--- src/rtl/mips_pkg.sv ---
// Shared encodings, payload structs and decode helper for the MIPS execute stage.
package mips_pkg;

  localparam int unsigned XLEN      = 32;
  localparam int unsigned PROD_W    = 2 * XLEN;
  localparam int unsigned REG_AW    = 5;
  localparam int unsigned CTRL_W    = 7;
  localparam int unsigned EX_CTRL_W = 5;
  localparam int unsigned LMODE_W   = 2;
  localparam int unsigned ALUOP_W   = 3;
  localparam int unsigned FUNCT_W   = 6;
  localparam int unsigned MUL_CNT_W = 5;

  // Bit positions inside id_ctrl = {RegDst,RegWrite,ALUSrc,MemWrite,MemRead,MemToReg,Branch}
  localparam int unsigned CTRL_REG_DST   = 6;
  localparam int unsigned CTRL_REG_WRITE = 5;
  localparam int unsigned CTRL_ALU_SRC   = 4;

  localparam logic [ALUOP_W-1:0] ALUOP_ADD   = 3'b000;
  localparam logic [ALUOP_W-1:0] ALUOP_SUB   = 3'b001;
  localparam logic [ALUOP_W-1:0] ALUOP_RTYPE = 3'b010;
  localparam logic [ALUOP_W-1:0] ALUOP_AND   = 3'b011;
  localparam logic [ALUOP_W-1:0] ALUOP_OR    = 3'b100;
  localparam logic [ALUOP_W-1:0] ALUOP_SLT   = 3'b101;
  localparam logic [ALUOP_W-1:0] ALUOP_LUI   = 3'b110;
  localparam logic [ALUOP_W-1:0] ALUOP_XOR   = 3'b111;

  localparam logic [FUNCT_W-1:0] FUNCT_ADD  = 6'h20;
  localparam logic [FUNCT_W-1:0] FUNCT_SUB  = 6'h22;
  localparam logic [FUNCT_W-1:0] FUNCT_AND  = 6'h24;
  localparam logic [FUNCT_W-1:0] FUNCT_OR   = 6'h25;
  localparam logic [FUNCT_W-1:0] FUNCT_SLT  = 6'h2A;
  localparam logic [FUNCT_W-1:0] FUNCT_SLL  = 6'h00;
  localparam logic [FUNCT_W-1:0] FUNCT_SRL  = 6'h02;
  localparam logic [FUNCT_W-1:0] FUNCT_MULT = 6'h18;
  localparam logic [FUNCT_W-1:0] FUNCT_MFHI = 6'h10;
  localparam logic [FUNCT_W-1:0] FUNCT_MFLO = 6'h12;

  typedef enum logic [3:0] {
    ALU_ADD, ALU_SUB, ALU_AND, ALU_OR, ALU_SLT, ALU_XOR, ALU_LUI,
    ALU_SLL, ALU_SRL, ALU_MULT, ALU_MFHI, ALU_MFLO, ALU_NONE
  } alu_op_e;

  typedef enum logic [1:0] {S_IDLE, S_MUL, S_DONE} mul_state_e;

  typedef struct packed {
    logic                 valid;
    logic [XLEN-1:0]      rs_data;
    logic [XLEN-1:0]      rt_data;
    logic [XLEN-1:0]      imm;
    logic [XLEN-1:0]      pc_plus4;
    logic [REG_AW-1:0]    rt_addr;
    logic [REG_AW-1:0]    rd_addr;
    logic [CTRL_W-1:0]    ctrl;
    logic [LMODE_W-1:0]   load_mode;
    logic [ALUOP_W-1:0]   alu_op;
  } idex_t;

  typedef struct packed {
    logic                 valid;
    logic [XLEN-1:0]      alu_result;
    logic [XLEN-1:0]      write_data;
    logic [XLEN-1:0]      branch_target;
    logic [REG_AW-1:0]    write_register;
    logic                 zero;
    logic [EX_CTRL_W-1:0] ctrl;
    logic [LMODE_W-1:0]   load_mode;
  } exmem_t;

  function automatic alu_op_e decode_alu(input logic [ALUOP_W-1:0] alu_op,
                                         input logic [FUNCT_W-1:0] funct);
    alu_op_e sel;
    sel = ALU_NONE;
    case (alu_op)
      ALUOP_ADD: sel = ALU_ADD;
      ALUOP_SUB: sel = ALU_SUB;
      ALUOP_AND: sel = ALU_AND;
      ALUOP_OR:  sel = ALU_OR;
      ALUOP_SLT: sel = ALU_SLT;
      ALUOP_LUI: sel = ALU_LUI;
      ALUOP_XOR: sel = ALU_XOR;
      ALUOP_RTYPE: begin
        case (funct)
          FUNCT_ADD:  sel = ALU_ADD;
          FUNCT_SUB:  sel = ALU_SUB;
          FUNCT_AND:  sel = ALU_AND;
          FUNCT_OR:   sel = ALU_OR;
          FUNCT_SLT:  sel = ALU_SLT;
          FUNCT_SLL:  sel = ALU_SLL;
          FUNCT_SRL:  sel = ALU_SRL;
          FUNCT_MULT: sel = ALU_MULT;
          FUNCT_MFHI: sel = ALU_MFHI;
          FUNCT_MFLO: sel = ALU_MFLO;
          default:    sel = ALU_NONE;
        endcase
      end
      default: sel = ALU_NONE;
    endcase
    return sel;
  endfunction

endpackage

--- src/rtl/ex_multiplier.sv ---
// Signed 32x32->64 iterative shift-add multiplier: one multiplier bit per cycle
// on magnitudes, sign applied to the accumulated product.
module ex_multiplier
  import mips_pkg::*;
(
  input  logic              clk,
  input  logic              rst,
  input  logic              start,
  input  logic [XLEN-1:0]   op_a,
  input  logic [XLEN-1:0]   op_b,
  output logic              busy,
  output logic              done,
  output logic [PROD_W-1:0] product
);

  mul_state_e           state;
  mul_state_e           state_nxt;
  logic [MUL_CNT_W-1:0] count;
  logic [PROD_W-1:0]    mcand;
  logic [PROD_W-1:0]    acc;
  logic [XLEN-1:0]      mplier;
  logic                 negate;
  logic [XLEN-1:0]      abs_a;
  logic [XLEN-1:0]      abs_b;

  assign abs_a = op_a[XLEN-1] ? XLEN'(-op_a) : op_a;
  assign abs_b = op_b[XLEN-1] ? XLEN'(-op_b) : op_b;

  always_ff @(posedge clk or posedge rst) begin
    if (rst) state <= S_IDLE;
    else     state <= state_nxt;
  end

  always_comb begin
    state_nxt = state;
    case (state)
      S_IDLE:  if (start) state_nxt = S_MUL;
      S_MUL:   if (count == MUL_CNT_W'(XLEN - 1)) state_nxt = S_DONE;
      S_DONE:  state_nxt = S_IDLE;
      default: state_nxt = S_IDLE;
    endcase
  end

  always_comb begin
    busy = 1'b0;
    done = 1'b0;
    case (state)
      S_MUL:   busy = 1'b1;
      S_DONE:  done = 1'b1;
      default: ;
    endcase
  end

  // Shift-add datapath; reset mid-run discards the partial product.
  always_ff @(posedge clk or posedge rst) begin
    if (rst) begin
      count  <= '0;
      mcand  <= '0;
      acc    <= '0;
      mplier <= '0;
      negate <= 1'b0;
    end else begin
      case (state)
        S_IDLE: begin
          if (start) begin
            count  <= '0;
            mcand  <= PROD_W'(abs_a);
            mplier <= abs_b;
            acc    <= '0;
            negate <= op_a[XLEN-1] ^ op_b[XLEN-1];
          end
        end
        S_MUL: begin
          if (mplier[0]) acc <= acc + mcand;
          mcand  <= mcand << 1;
          mplier <= mplier >> 1;
          count  <= count + MUL_CNT_W'(1);
        end
        default: ;
      endcase
    end
  end

  assign product = negate ? PROD_W'(-acc) : acc;

endmodule

--- src/rtl/ex_stage.sv ---
// MIPS execute stage: ID/EX register, ALU, branch target, HI/LO with an
// iterative multiplier that stalls upstream, and the EX/MEM register.
module ex_stage
  import mips_pkg::*;
(
  input  logic                 CLK,
  input  logic                 RST,
  input  logic                 id_valid,
  input  logic [XLEN-1:0]      read_data1,
  input  logic [XLEN-1:0]      read_data2,
  input  logic [XLEN-1:0]      extended_bits,
  input  logic [XLEN-1:0]      new_pc_value,
  input  logic [REG_AW-1:0]    instr_bits_20_16,
  input  logic [REG_AW-1:0]    instr_bits_15_11,
  input  logic [CTRL_W-1:0]    id_ctrl,
  input  logic [LMODE_W-1:0]   load_mode,
  input  logic [ALUOP_W-1:0]   ALUOp,
  output logic [XLEN-1:0]      ex_alu_result,
  output logic [XLEN-1:0]      ex_write_data,
  output logic [REG_AW-1:0]    ex_write_register,
  output logic [XLEN-1:0]      ex_branch_target,
  output logic                 ex_zero,
  output logic [EX_CTRL_W-1:0] ex_ctrl,
  output logic [LMODE_W-1:0]   ex_load_mode,
  output logic                 ex_valid,
  output logic                 stall
);

  idex_t             idex;
  idex_t             idex_nxt;
  exmem_t            exmem;
  exmem_t            exmem_nxt;
  logic [XLEN-1:0]   hi;
  logic [XLEN-1:0]   lo;
  alu_op_e           alu_sel;
  logic [XLEN-1:0]   op_b;
  logic [XLEN-1:0]   result;
  logic              reg_write;
  logic              is_mult;
  logic              mul_start;
  logic              mul_busy;
  logic              mul_done;
  logic [PROD_W-1:0] mul_product;

  always_comb begin
    idex_nxt           = '0;
    idex_nxt.valid     = id_valid;
    idex_nxt.rs_data   = read_data1;
    idex_nxt.rt_data   = read_data2;
    idex_nxt.imm       = extended_bits;
    idex_nxt.pc_plus4  = new_pc_value;
    idex_nxt.rt_addr   = instr_bits_20_16;
    idex_nxt.rd_addr   = instr_bits_15_11;
    idex_nxt.ctrl      = id_ctrl;
    idex_nxt.load_mode = load_mode;
    idex_nxt.alu_op    = ALUOp;
  end

  assign alu_sel = decode_alu(idex.alu_op, idex.imm[FUNCT_W-1:0]);
  assign op_b    = idex.ctrl[CTRL_ALU_SRC] ? idex.imm : idex.rt_data;

  // A valid mult in ID/EX stalls from its first cycle until the multiplier reaches DONE.
  assign is_mult   = idex.valid && (alu_sel == ALU_MULT);
  assign mul_start = is_mult && !mul_busy && !mul_done;
  assign stall     = mul_busy || mul_start;

  ex_multiplier u_mul (
    .clk     (CLK),
    .rst     (RST),
    .start   (mul_start),
    .op_a    (idex.rs_data),
    .op_b    (idex.rt_data),
    .busy    (mul_busy),
    .done    (mul_done),
    .product (mul_product)
  );

  always_comb begin
    result    = '0;
    reg_write = idex.ctrl[CTRL_REG_WRITE];
    case (alu_sel)
      ALU_ADD:  result = idex.rs_data + op_b;
      ALU_SUB:  result = idex.rs_data - op_b;
      ALU_AND:  result = idex.rs_data & op_b;
      ALU_OR:   result = idex.rs_data | op_b;
      ALU_XOR:  result = idex.rs_data ^ op_b;
      ALU_SLT:  result = XLEN'($signed(idex.rs_data) < $signed(op_b));
      ALU_LUI:  result = idex.imm << 16;
      ALU_SLL:  result = op_b << idex.imm[10:6];
      ALU_SRL:  result = op_b >> idex.imm[10:6];
      ALU_MFHI: result = hi;
      ALU_MFLO: result = lo;
      ALU_MULT: reg_write = 1'b0;
      default:  reg_write = 1'b0;
    endcase
  end

  // Bubbles (invalid instruction or stalled mult) enter EX/MEM fully cleared.
  always_comb begin
    exmem_nxt = '0;
    if (idex.valid && !stall) begin
      exmem_nxt.valid          = 1'b1;
      exmem_nxt.alu_result     = result;
      exmem_nxt.write_data     = idex.rt_data;
      exmem_nxt.branch_target  = idex.pc_plus4 + (idex.imm << 2);
      exmem_nxt.write_register = idex.ctrl[CTRL_REG_DST] ? idex.rd_addr : idex.rt_addr;
      exmem_nxt.zero           = (result == '0);
      exmem_nxt.ctrl           = {reg_write, idex.ctrl[3:0]};
      exmem_nxt.load_mode      = idex.load_mode;
    end
  end

  always_ff @(posedge CLK or posedge RST) begin
    if (RST) begin
      idex  <= '0;
      exmem <= '0;
      hi    <= '0;
      lo    <= '0;
    end else begin
      if (!stall) idex <= idex_nxt;
      exmem <= exmem_nxt;
      if (mul_done) begin
        hi <= mul_product[PROD_W-1:XLEN];
        lo <= mul_product[XLEN-1:0];
      end
    end
  end

  assign ex_alu_result     = exmem.alu_result;
  assign ex_write_data     = exmem.write_data;
  assign ex_write_register = exmem.write_register;
  assign ex_branch_target  = exmem.branch_target;
  assign ex_zero           = exmem.zero;
  assign ex_ctrl           = exmem.ctrl;
  assign ex_load_mode      = exmem.load_mode;
  assign ex_valid          = exmem.valid;

endmodule

--- config.mk ---
export PLATFORM = sky130hd
export DESIGN_NAME = ex_stage
export DESIGN_NICKNAME = d
export VERILOG_FILES = /design/src/rtl/mips_pkg.sv /design/src/rtl/ex_multiplier.sv /design/src/rtl/ex_stage.sv
export SDC_FILE = /design/constraint.sdc
export NUM_CORES = 2
export LEC_CHECK = 0
export BUFFER_PORTS_ARGS = -buffer_cell sky130_fd_sc_hd__buf_2
export CELL_PAD_IN_SITES_DETAIL_PLACEMENT = 0
export CELL_PAD_IN_SITES_GLOBAL_PLACEMENT = 1
export CORE_UTILIZATION = 30
export CTS_CLUSTER_SIZE = 30
export DETAILED_ROUTE_END_ITERATION = 10
export GPL_TIMING_DRIVEN = 0
export PLACE_DENSITY = 0.57
export SLEW_MARGIN = 40
export SYNTH_ARGS = -nofsm -noshare
export SYNTH_HDL_FRONTEND = slang
export SYNTH_SLANG_ARGS = --single-unit
--- constraint.sdc ---
create_clock -name CLK -period 21 [get_ports CLK]
set_input_delay 2.1 -clock CLK [delete_from_list [all_inputs] [get_ports CLK]]
set_output_delay 2.1 -clock CLK [all_outputs]
set_load 0.02 [all_outputs]
==> flow_summary.yaml <==
worst_setup_path:
  critPathRequiredTime_ps: 21580
  start_kind: "flop"
  reg2reg_to: "ex_zero$_DFF_PP0_"
  cpPeakStageDelay_ps: 710
  crit_chain: "clkbuf_1 > buf_2 > buf_2 > buf_2 > clkbuf_1 > clkbuf_2 > clkbuf_1 > mux2i_1 > ha_1 > clkbuf_1 > and3_1 > a221oi_1 > a31oi_1 > a41o_1 > o21ai_0 > mux2i_1 > a2111oi_2 > nand4_1 > nor4_1 > nand4_1 > nor4_1 > and4_1"
  critPathBufInv: 8
  r2r_start: "idex[9]$_DFFE_PP0N_"
  crit_type: "flop to flop"
  critPathMaxFanout: 10
  reg2reg_slack_ps: 11840
  crit_cells: 22
  path_delay_family: "buffers and inverters"
  cpMostUsedCell: "clkbuf_1"
  slowest_stage: "clkbuf_1"
  reg2reg_depth: 22
  end_kind: "flop"
  crit_end: "ex_zero$_DFF_PP0_"
  crit_arrival_ps: 9740
  crit_start: "idex[9]$_DFFE_PP0N_"
logic_synthesis:
  async_reset_ff_frac: 1.00
  netlist_top_cells_area: "dfrtp_1 (34%), nand2_1 (8.5%), ha_1 (6.6%)"
  synth-seq-area-share: 0.337
  yosys_warnings: 0
  synth_area_sq_um: 36600
  synth_fp_nets: 4718
  netlist.area_leader.share: 0.337
  synth_edf_count: 0
  syn_inst: 4367
  syn_area_per_cell_sq_um: 8.38
  synth_ff_type: "dfrtp_1"
  ys_types: 88
  ys_ff_latch: 493
  synth_top_area_cell: "dfrtp_1"
sta:
  relSlewSlack: 0.275
  slew_viol_final: 0
  fin_crit_ps: 9160
  clock.fmax_mhz: 109
  hold_viol: 0
  finalSetupTns_ps: 0
  setup_viol: 0
  fin_crit_sh: 0.436
  grt_setup_unrepaired: "no"
  final.setup_skew_ps: 60.1
  tightest_slew_ps: 1080
floorplanning:
  initial_core_util: 0.304
  dieArea_sq_um: 123000
  coreArea_sq_um: 120000
  fp.dieW_um: 351
  row_count: 127
  pin_count: 264
  dieHeight_um: 351
routing:
  vias: 36100
  dr.pass1.iters: 9
  drt-total-wl_mm: 190
  ant_nets: 0
  drc: 0
  vias_per_cell: 5.65
  routedWlPerCell_um: 29.8
  first_iter_violations: 3605
clock_tree:
  path_clk_slew_ps: 60
  cts.sinks: 493
  clk_path_buf_depth: 3
  ctsResizeCount: 0
  clock_latency_ps: 710
  cts_setup_buffers: 0
  ctsHtreeMaxLevel: 2
  tritoncts: "built"
  cts-root-buf: "clkbuf_16"
  ctsHoldBuffers: 0
  cts_buffers: 61
finish:
  layout.cells.non_filler: 6391
  finalInstanceArea_sq_um: 42900
  fin_nets: 5067
  final_util: 0.356
  fillers: 12900
  drive_above_1_share: 0.138
  syn_to_final_growth_pct: 17.2
power:
  p_int_mw: 2.08
  power.total_mw: 3.20
  clkPwrFrac: 0.381
  power_density_nw_per_um2: 74.5
  leakagePower_nw: 19.2
  ir_worst_vdd_uv: 66.0
  share_comb_of_total_power: 0.277
  swShare: 0.349
  power_frac_seq: 0.342
  p_switching_mw: 1.12
placement:
  place_hpwl_mm: 154
  finalWeightedCongestion: 1.03
  io_buffers: 263
  placed_cell_area_sq_um: 40600
  place_inst: 6265
global_routing:
  grt_pass1_vias: 35400
  antenna_found_initial: 13
  track_usage: 0.303
  grt_pass1_wl_mm: 267
  grt_max_degree: 76
  gr-total-overflow: 0
job:
  drv_cap: 0
status:
  run_status: "finished, final reports clean"
min_path:
  hold_path.class: "flop to flop"
[state kept, by name, summed over array words and instances, names as in the netlist, 32 cells and up]
name              flops
u_mul.mplier         32
lo                   32
hi                   32
u_mul.mcand          64
ex_write_data        32
ex_branch_target     32
idex                151
ex_alu_result        32
u_mul.acc            64
[cell type report]
cell class	count	area, sq um	area share
repair buffers	286	1670	0.0389
diodes	10	25.0	0.000583
multi-input cells	3431	22800	0.531
clock buffers	87	1750	0.0409
flip-flops and latches	493	12300	0.287
well taps	1612	2020	0.0470
plain buffers	296	1180	0.0275
clock inverters	29	577	0.0134
inverters	147	559	0.0130
[how the worst min path moves through the flow]
| stage | from | to | slack [ps] | depth (start not counted) |
|---|---|---|---|---|
| 3_5_place_dp | idex[6]$_DFFE_PP0N_ | idex[6]$_DFFE_PP0N_ | 450 | 2 |
| 2_1_floorplan | idex[22]$_DFFE_PP0N_ | idex[22]$_DFFE_PP0N_ | 430 | 2 |
| 3_3_place_gp | idex[6]$_DFFE_PP0N_ | idex[6]$_DFFE_PP0N_ | 440 | 2 |
| 4_1_cts | idex[6]$_DFFE_PP0N_ | idex[6]$_DFFE_PP0N_ | 460 | 2 |
| 5_1_grt | idex[6]$_DFFE_PP0N_ | idex[6]$_DFFE_PP0N_ | 480 | 2 |
| 6_report | idex[6]$_DFFE_PP0N_ | idex[6]$_DFFE_PP0N_ | 460 | 2 |
[cell usage in the layout, fill, tap and decap left out, types with 57 or more instances in the layout]
cell type	synthesis	final
nand2_1	827	827
dfrtp_1	493	493
o21ai_0	414	414
nor2_1	295	292
buf_2	16	287
clkbuf_1	254	233
a21oi_1	226	225
ha_1	194	194
inv_1	144	143
xnor2_1	116	115
xor2_1	114	114
mux2i_1	113	106
nand3_1	76	76
mux4_2	72	72
and2_1	65	65
clkbuf_16	0	61
mux2_2	58	58
nor3_1	58	57
[metal layers]
metal | global-route usage | wire [um] | up-vias
met5 | 0 | 25 | -
met4 | 0.129 | 8640 | 4
met3 | 0.0445 | 11900 | 333
met2 | 0.499 | 89000 | 1399
met1 | 0.394 | 80600 | 18100
li1 | - | - | 16300
[tightest hold or removal path: stages, from the launching register on]
cell and delay (ps):
dfrtp_1 330, nand2_1 50, nand2_1 50
[power groups by stage]
stage | Combinational, mW | Clock (mW) | Sequential [mW]
global route | 0.936 | 1.28 | 1.10
floorplan | 0.523 | 0 | 1.10
global placement | 0.856 | 0 | 1.11
finish | 0.885 | 1.22 | 1.09
detailed placement | 0.863 | 0 | 1.11
CTS | 0.867 | 1.25 | 1.09
[metrics by stage]
stage	hold slack [ps]	setup slack (ps)
4_1_cts	461	12100
3_5_place_dp	448	12180
6_report	458	11840
2_1_floorplan	430	5140
3_3_place_gp	443	-1490
5_1_grt	481	11570
[synthesized netlist by cell type (24+ instances only)]
library cell and instances:
a211oi_1 52, a21o_1 56, a21oi_1 226, a221oi_1 24, and2_1 65, buf_1 26
clkbuf_1 254, dfrtp_1 493, ha_1 194, inv_1 144, mux2_2 58, mux2i_1 113
mux4_2 72, nand2_1 827, nand2b_1 36, nand3_1 76, nand4_1 26, nor2_1 295
nor2b_1 31, nor3_1 58, o211ai_1 47, o21ai_0 414, o22ai_1 38, o31ai_1 57
o41ai_1 26, or3_1 29, xnor2_1 116, xor2_1 114
[cells by family after synthesis]
| family | share of synthesized area |
|---|---|
| AO/OA/AOI/OAI | 0.210 |
| XOR/XNOR | 0.0550 |
| adder cells (fa/ha/maj) | 0.0688 |
| buffers and inverters | 0.0460 |
| flip-flops | 0.337 |
| multiplexers | 0.0930 |
| AND/OR/NAND/NOR | 0.190 |
No activity file was read; power rests on OpenSTA's default activity.
